--- src/rtl/dmem_copy_engine.sv ---
// Word-granular block-copy engine: second master on the data memory port,
// one asynchronous read then one synchronous write per word, ascending addresses.
module dmem_copy_engine #(
  parameter int unsigned LEN_WIDTH = 16
) (
  input  logic                 clk,
  input  logic                 reset,
  input  logic                 start,
  input  logic [31:0]          src_addr,
  input  logic [31:0]          dst_addr,
  input  logic [LEN_WIDTH-1:0] len,
  output logic                 busy,
  output logic                 done,
  output logic                 err,
  output logic [LEN_WIDTH-1:0] words_done,
  output logic [31:0]          mem_addr,
  output logic [31:0]          mem_din,
  input  logic [31:0]          mem_dout,
  output logic                 mem_read,
  output logic                 mem_write
);

  localparam int unsigned AW = 32;
  localparam logic [AW-1:0] WORD_BYTES = AW'(4);

  typedef enum logic [2:0] {
    S_IDLE  = 3'd0,
    S_READ  = 3'd1,
    S_WRITE = 3'd2,
    S_DONE  = 3'd3,
    S_ERR   = 3'd4
  } state_t;

  state_t               state_q, state_d;
  logic [AW-1:0]        src_q, src_d;
  logic [AW-1:0]        dst_q, dst_d;
  logic [AW-1:0]        buf_q, buf_d;
  logic [LEN_WIDTH-1:0] rem_q, rem_d;
  logic [LEN_WIDTH-1:0] words_q, words_d;

  always_ff @(posedge clk) begin
    if (reset) begin
      state_q <= S_IDLE;
      src_q   <= '0;
      dst_q   <= '0;
      buf_q   <= '0;
      rem_q   <= '0;
      words_q <= '0;
    end else begin
      state_q <= state_d;
      src_q   <= src_d;
      dst_q   <= dst_d;
      buf_q   <= buf_d;
      rem_q   <= rem_d;
      words_q <= words_d;
    end
  end

  // Next-state: command inputs are only looked at while idle.
  always_comb begin
    state_d = state_q;
    src_d   = src_q;
    dst_d   = dst_q;
    buf_d   = buf_q;
    rem_d   = rem_q;
    words_d = words_q;
    unique case (state_q)
      S_IDLE: begin
        if (start) begin
          if ((src_addr[1:0] != 2'b00) || (dst_addr[1:0] != 2'b00)) begin
            state_d = S_ERR;
            words_d = '0;
          end else if (len == '0) begin
            state_d = S_DONE;
            words_d = '0;
          end else begin
            state_d = S_READ;
            src_d   = src_addr;
            dst_d   = dst_addr;
            rem_d   = len;
            words_d = '0;
          end
        end
      end
      S_READ: begin
        buf_d   = mem_dout;
        src_d   = src_q + WORD_BYTES;
        state_d = S_WRITE;
      end
      S_WRITE: begin
        dst_d   = dst_q + WORD_BYTES;
        words_d = words_q + LEN_WIDTH'(1);
        rem_d   = rem_q - LEN_WIDTH'(1);
        state_d = (rem_q == LEN_WIDTH'(1)) ? S_DONE : S_READ;
      end
      S_DONE:  state_d = S_IDLE;
      S_ERR:   state_d = S_IDLE;
      default: state_d = S_IDLE;
    endcase
  end

  // Outputs decode from registered state only.
  assign busy       = (state_q == S_READ) || (state_q == S_WRITE);
  assign done       = (state_q == S_DONE);
  assign err        = (state_q == S_ERR);
  assign words_done = words_q;
  assign mem_read   = (state_q == S_READ);
  assign mem_write  = (state_q == S_WRITE);
  assign mem_addr   = (state_q == S_READ)  ? src_q :
                      (state_q == S_WRITE) ? dst_q : '0;
  assign mem_din    = (state_q == S_WRITE) ? buf_q : '0;

endmodule

--- config.mk ---
export PLATFORM = sky130hd
export DESIGN_NAME = dmem_copy_engine
export DESIGN_NICKNAME = d
export VERILOG_FILES = /design/src/rtl/dmem_copy_engine.sv
export SDC_FILE = /design/constraint.sdc
export NUM_CORES = 1
export LEC_CHECK = 0
export CAP_MARGIN = 25
export CORE_UTILIZATION = 45
export DETAILED_ROUTE_END_ITERATION = 7
export PLACE_DENSITY = 0.85
export RECOVER_POWER = 100
export SLEW_MARGIN = 40
export SYNTH_ARGS = -nofsm -noshare
export SYNTH_HDL_FRONTEND = slang
export SYNTH_SLANG_ARGS = --single-unit
--- constraint.sdc ---
create_clock -name clk -period 3.66 [get_ports clk]
set_input_delay 0.549 -clock clk [delete_from_list [all_inputs] [get_ports clk]]
set_output_delay 0.549 -clock clk [all_outputs]
set_load 0.02 [all_outputs]
==> results of run 1 <==
## power breakdown
group          leakage, nW  internal [mW]  switching, mW
clock                0.271          0.979          0.626
sequential            1.06           1.44         0.0208
combinational         2.16          0.137          0.101
total                 3.49           2.56          0.748
## sequential cells by signal, summed over array words and instances (netlist names)
name,cells
src_q,32
buf_q,32
state_q,3
rem_q,16
words_done,16
dst_q,32
## cells in the final DEF (no fill, tap or decap), types with 16 or more instances in the layout
master,synthesis,final
nand4_1,25,25
or3_1,20,20
nor2_1,69,70
dlygate4sd3_1,0,83
a22o_1,27,27
nand2_1,138,137
a21oi_1,86,86
and2_1,34,33
clkdlybuf4s50_1,0,115
nor3_1,29,29
dfxtp_1,131,131
a31oi_1,35,35
o211ai_1,16,16
o21ai_0,26,26
nand3_1,46,46
clkbuf_16,0,17
## how the worst min path moves through the flow
stage	startpoint	end	slack (ps)
after global placement	buf_q[20]	buf_q[20]	440
after CTS	buf_q[15]	buf_q[15]	450
final	buf_q[22]	buf_q[22]	450
after global routing	buf_q[11]	buf_q[11]	470
after floorplan	buf_q[0]	buf_q[0]	430
after detailed placement	buf_q[15]	buf_q[15]	440
## per-stage QoR
| step | instance area [um2] | hold WS (ps) | worst slack (ps) | instances |
|---|---|---|---|---|
| floorplan | 6870 | 432 | 1040 | 891 |
| detailed placement | 9010 | 442 | 734 | 1229 |
| global placement | 9010 | 437 | 896 | 1229 |
| CTS | 9560 | 450 | 398 | 1261 |
| global route | 9510 | 470 | 208 | 1261 |
| finish | 9510 | 447 | 359 | 1261 |
## synthesized netlist by cell type (5+ instances only)
library cell,count,area share
nand4_1,25,0.023
a41oi_1,5,0.0064
a2111oi_0,8,0.010
a211oi_1,6,0.0066
nor2_1,69,0.038
a21oi_1,86,0.063
buf_2,11,0.0080
a31oi_1,35,0.032
and3_1,12,0.011
or3_1,20,0.018
nor3_1,29,0.021
a2bb2oi_1,11,0.014
nand3_1,46,0.034
nor4_1,10,0.0091
clkbuf_1,40,0.022
a22o_1,27,0.034
mux2_2,5,0.0082
o211ai_1,16,0.017
and2_1,34,0.031
o21ai_0,26,0.019
nand2_1,138,0.075
o22ai_1,5,0.0046
inv_1,13,0.0071
buf_1,10,0.0055
ha_1,5,0.0091
dfxtp_1,131,0.38
a32oi_1,5,0.0064
## kinds of logic after synthesis
kind of cell,synth area share
mux,0.0111
xor+xnor,0.00255
buf+inv,0.0446
flops,0.382
compound gates,0.248
fa+ha+maj,0.00911
simple gates,0.303
## layout make-up
cell class | instances | area share
well taps | 184 | 0.0242
repair buffers | 216 | 0.222
clock inverters | 10 | 0.00868
clock buffers | 22 | 0.0499
flip-flops and latches | 131 | 0.276
inverters | 14 | 0.00553
multi-input cells | 684 | 0.414
## worst max-delay path, stage by stage, from the launching register on
cell           delay, ps
dfxtp_1              440
or3b_2               510
inv_2                230
buf_12               230
nand2_1              120
nand2_1              110
dlygate4sd3_1        680
## per-layer routing
layer,vias up,global-route usage,wire (um),share of wire
met3,57,0.0689,1820,0.083
met4,0,0.119,646,0.029
li1,3661,-,-,-
met1,3531,0.356,9260,0.42
met5,-,0,0,0
met2,376,0.447,10200,0.47
==> impl_metrics.env, run 1 <==
export IMPL_outcome="finished, violations left"
export IMPL_violations="design-rule violations, max-capacitance violations, max-slew violations"
export IMPL_synth_edff_count=0
export IMPL_max_slew_margin_rel=-0.344
export IMPL_crit_required_ps=3110
export IMPL_via_per_inst=6.05
export IMPL_final_util=0.647
export IMPL_seq_area_frac_synth=0.382
export IMPL_irDropWorstVdd_v=0.000296
export IMPL_tns_ps=0
export IMPL_finalPower_mw=3.31
export IMPL_reg2reg_from="state_q[2]"
export IMPL_wire_per_inst_um=17.4
export IMPL_rows=44
export IMPL_gp_congestion=0.872
export IMPL_cts_resized=0
export IMPL_critPathLaunchType="register"
export IMPL_rsz0062_at_grt="no"
export IMPL_die_area_um2=15800
export IMPL_total_leakage_power_nw=3.49
export IMPL_grt_max_degree=75
export IMPL_antenna_cells=0
export IMPL_postCtsSetupBuffers=0
export IMPL_setup_viol=0
export IMPL_synthesis_area_um2=6870
export IMPL_cp_max_fo=34
export IMPL_postRouteAntennaNets=0
export IMPL_start_util=0.467
export IMPL_whs_path_depth=2
export IMPL_antenna_found_initial=0
export IMPL_power_density_nw_per_um2=348
export IMPL_worstMarginPinSlew_ps=2020
export IMPL_wl_um=21900
export IMPL_hold_violations=0
export IMPL_synthArstFlopShare=0
export IMPL_drv_slew=78
export IMPL_crit_path_end_kind="primary output"
export IMPL_core_um2=14700
export IMPL_fillers=1260
export IMPL_clockBufferDepth=2
export IMPL_syn_inst=891
export IMPL_drc=16
export IMPL_clk_latency_ps=420
export IMPL_drt_iter0_drc=797
export IMPL_cts_buffers=17
export IMPL_grt_usage=0.279
export IMPL_cts_root_buf="clkbuf_16"
export IMPL_critPathArrivalTime_ps=2750
export IMPL_clk_pin_slew_ps=50
export IMPL_synthFlopType="dfxtp_1"
export IMPL_critPathCapture="mem_addr[21]"
export IMPL_hp_class="reg2reg"
export IMPL_drv_cap=2
export IMPL_die_x_um=126
export IMPL_firstDrtPassIters=8
export IMPL_yosys_warnings=0
export IMPL_cts_hold_buf=0
export IMPL_seq_area_um2=2620
export IMPL_cts_tree="done"
export IMPL_clock_sinks=131
export IMPL_gr_total_overflow=0
export IMPL_grt_pass1_vias=7002
export IMPL_reg2regPathDepth=5
export IMPL_min_period_ps=3300
export IMPL_reg2reg_slack_ps=700
export IMPL_htree_levels=4
export IMPL_yosys_cell_types_count=60
export IMPL_portBuffers=199
export IMPL_synth_seq_cells=131
export IMPL_nNetsFinal=1184
export IMPL_grt_pass1_wl_um=35300
export IMPL_fin_skew_ps=8.73
export IMPL_area_growth_pct=38.5
export IMPL_drive_gt1_frac=0.0594
export IMPL_critPathLaunch="state_q[0]"
export IMPL_hpwlAfterDp_um=15000
export IMPL_syn_area_per_cell_um2=7.71
export IMPL_syn_nets=1011
export IMPL_ios=200
export IMPL_period_share=0.902
export IMPL_die_y_um=126
export IMPL_max_freq_ghz=0.303
export IMPL_vias=7625
export IMPL_multi_input_area_um2=3930
export IMPL_r2r_end="src_q[6]"
export IMPL_path_class="reg2out"
(Power assumes the default switching activity.)
==> run 2: changes to the inputs <==
--- a/config.mk
+++ b/config.mk
@@ -6,10 +6,12 @@
 export NUM_CORES = 1
 export LEC_CHECK = 0
 export CAP_MARGIN = 25
+export CORE_MARGIN = 1
 export CORE_UTILIZATION = 45
 export DETAILED_ROUTE_END_ITERATION = 7
 export PLACE_DENSITY = 0.85
 export RECOVER_POWER = 100
+export SKIP_LAST_GASP = 1
 export SLEW_MARGIN = 40
 export SYNTH_ARGS = -nofsm -noshare
 export SYNTH_HDL_FRONTEND = slang
==> results of run 2 <==
The final DEF is identical to that of run 1; final timing and power are the same.
==> run 3: changes to the inputs <==
--- a/config.mk
+++ b/config.mk
@@ -6,7 +6,6 @@
 export NUM_CORES = 1
 export LEC_CHECK = 0
 export CAP_MARGIN = 25
-export CORE_MARGIN = 1
 export CORE_UTILIZATION = 45
 export DETAILED_ROUTE_END_ITERATION = 7
 export PLACE_DENSITY = 0.85
==> constraint.sdc (replaced) <==
create_clock -name clk -period 3.66 [get_ports clk]
set_input_delay 0.549 -clock clk [delete_from_list [all_inputs] [get_ports clk]]
set_output_delay 0.549 -clock clk [all_outputs]
set_load 0.1 [all_outputs]
==> run 3 against run 2 <==
Effect of this change:
- the run still ends with design-rule violations, max-capacitance violations, max-slew violations left
- total power increased by 8.2%
- final cell count about the same
- sequential cell count unchanged
- wire length increased by 3.8%
- sequential power about the same
- via count increased by 2.0%
- combinational power increased by 3%
- count of clock-buffer cells in the layout increased by 1
- critical endpoint unchanged
- largest cell class unchanged
==> impl_metrics.env, run 3 (synthesis gave the netlist of run 1 again) <==
export IMPL_die_area_um2=15800
export IMPL_hold_start="buf_q[30]"
export IMPL_irDropWorstVdd_v=0.000345
export IMPL_clk_latency_ps=420
export IMPL_fin_area_um2=9820
export IMPL_reg2reg_from="state_q[2]"
export IMPL_reg2reg_slack_ps=670
export IMPL_seq_area_um2=2620
export IMPL_ios=200
export IMPL_clock_sinks=131
export IMPL_period_share=0.882
export IMPL_clk_pin_slew_ps=60
export IMPL_crit_buf_inv=3
export IMPL_crit_required_ps=3110
export IMPL_power_density_nw_per_um2=364
export IMPL_crit_path_frequent_cell="nand2_1"
export IMPL_max_slew_margin_rel=-0.0452
export IMPL_cts_hold_buf=0
export IMPL_r2r_end="dst_q[25]"
export IMPL_grt_pass1_vias=7205
export IMPL_layout_commonest_cell="nand2_1"
export IMPL_start_util=0.467
export IMPL_finalPower_mw=3.58
export IMPL_grt_usage=0.288
export IMPL_critPathLaunch="state_q[0]"
export IMPL_min_period_ps=3230
export IMPL_max_freq_ghz=0.310
export IMPL_cts_resized=0
export IMPL_hpwlAfterDp_um=15400
export IMPL_final_util=0.668
export IMPL_drv_slew=74
export IMPL_tns_ps=0
export IMPL_portBuffers=199
export IMPL_postCtsSetupBuffers=0
export IMPL_worst_slack_ps=431
export IMPL_nNetsFinal=1183
export IMPL_hp_class="reg2reg"
export IMPL_final_cell_mix="137 x nand2_1, 131 x dfxtp_1, 113 x clkdlybuf4s50_1"
export IMPL_fin_skew_ps=6.85
export IMPL_dpl_instance_area_um2=9550
export IMPL_slowest_stage="or3b_2"
export IMPL_area_growth_pct=42.9
export IMPL_via_per_inst=6.17
export IMPL_grt_pass1_wl_um=36600
export IMPL_drt_iter0_drc=775
export IMPL_grt_max_degree=74
export IMPL_drv_cap=1
export IMPL_antenna_cells=0
export IMPL_die_x_um=126
export IMPL_hold_violations=0
export IMPL_cts_root_buf="clkbuf_16"
export IMPL_firstDrtPassIters=8
export IMPL_wire_per_inst_um=18.1
export IMPL_vias=7780
export IMPL_gp_congestion=0.885
export IMPL_postRouteAntennaNets=0
export IMPL_drc=15
export IMPL_largestRegisters="buf_q x32, dst_q x32, src_q x32"
export IMPL_dp_cells=1228
export IMPL_clockBufferDepth=2
export IMPL_hold_ws_ps=448
export IMPL_wl_um=22700
export IMPL_cp_top_family="buffers and inverters"
export IMPL_reg2regPathDepth=6
export IMPL_total_leakage_power_nw=3.43
export IMPL_path_cells="or3b_2, inv_1, buf_4, nand2_1, nand2_1, clkbuf_2"
export IMPL_drive_gt1_frac=0.126
export IMPL_rows=44
export IMPL_multi_input_area_um2=3950
export IMPL_whs_path_depth=2
export IMPL_cts_buffers=17
export IMPL_cts_tree="done"
export IMPL_path_class="reg2out"
export IMPL_outcome="finished, violations left"
export IMPL_pre_cts_slack_ps=670
export IMPL_setup_viol=0
export IMPL_cpPeakStageDelay_ps=500
export IMPL_violations="design-rule violations, max-capacitance violations, max-slew violations"
export IMPL_crit_path_end_kind="primary output"
export IMPL_core_um2=14700
export IMPL_critPathLaunchType="register"
export IMPL_cp_max_fo=44
export IMPL_final_cells=1260
export IMPL_htree_levels=4
export IMPL_antenna_found_initial=0
export IMPL_hold_end="buf_q[30]"
export IMPL_die_y_um=126
export IMPL_fillers=1179
export IMPL_gr_total_overflow=0
export IMPL_worstMarginPinSlew_ps=1570
export IMPL_critPathArrivalTime_ps=2680
export IMPL_rsz0062_at_grt="no"
run 3: cell type report:
cell class | instances | share of cell area
inverters | 14 | 0.00535
clock buffers | 23 | 0.0507
clock inverters | 9 | 0.0152
well taps | 184 | 0.0235
flip-flops and latches | 131 | 0.267
repair buffers | 215 | 0.236
multi-input cells | 684 | 0.402
run 3: power breakdown:
part           switching (mW)  total, mW  internal [mW]
Clock                   0.640       1.87           1.23
Sequential             0.0206       1.46           1.44
Combinational           0.110      0.247          0.137
Total                   0.770       3.58           2.81
run 3: per-layer routing:
metal	part of all wire	track usage	routed length, um
met1	0.41	0.363	9300
met2	0.48	0.476	10900
met3	0.085	0.0676	1940
met4	0.027	0.109	610
met5	0	0	0
run 3: worst register-to-register path, delay by kind of cell, from the launching register on:
family,cells,cell delay (ps)
and+or+nand+nor,4,1790
buffers and inverters,1,570
AOI/OAI and AO/OA,1,160
DFF,1,370
run 3: worst max-delay path by stage:
stage	end	slack, ps	cells after the start
6_report	mem_addr[21]	430	6
3_5_place_dp	src_q[12]	670	7
2_1_floorplan	mem_din[24]	20	6
3_3_place_gp	src_q[18]	800	7
5_1_grt	dst_q[31]	220	7
4_1_cts	mem_addr[3]	520	6
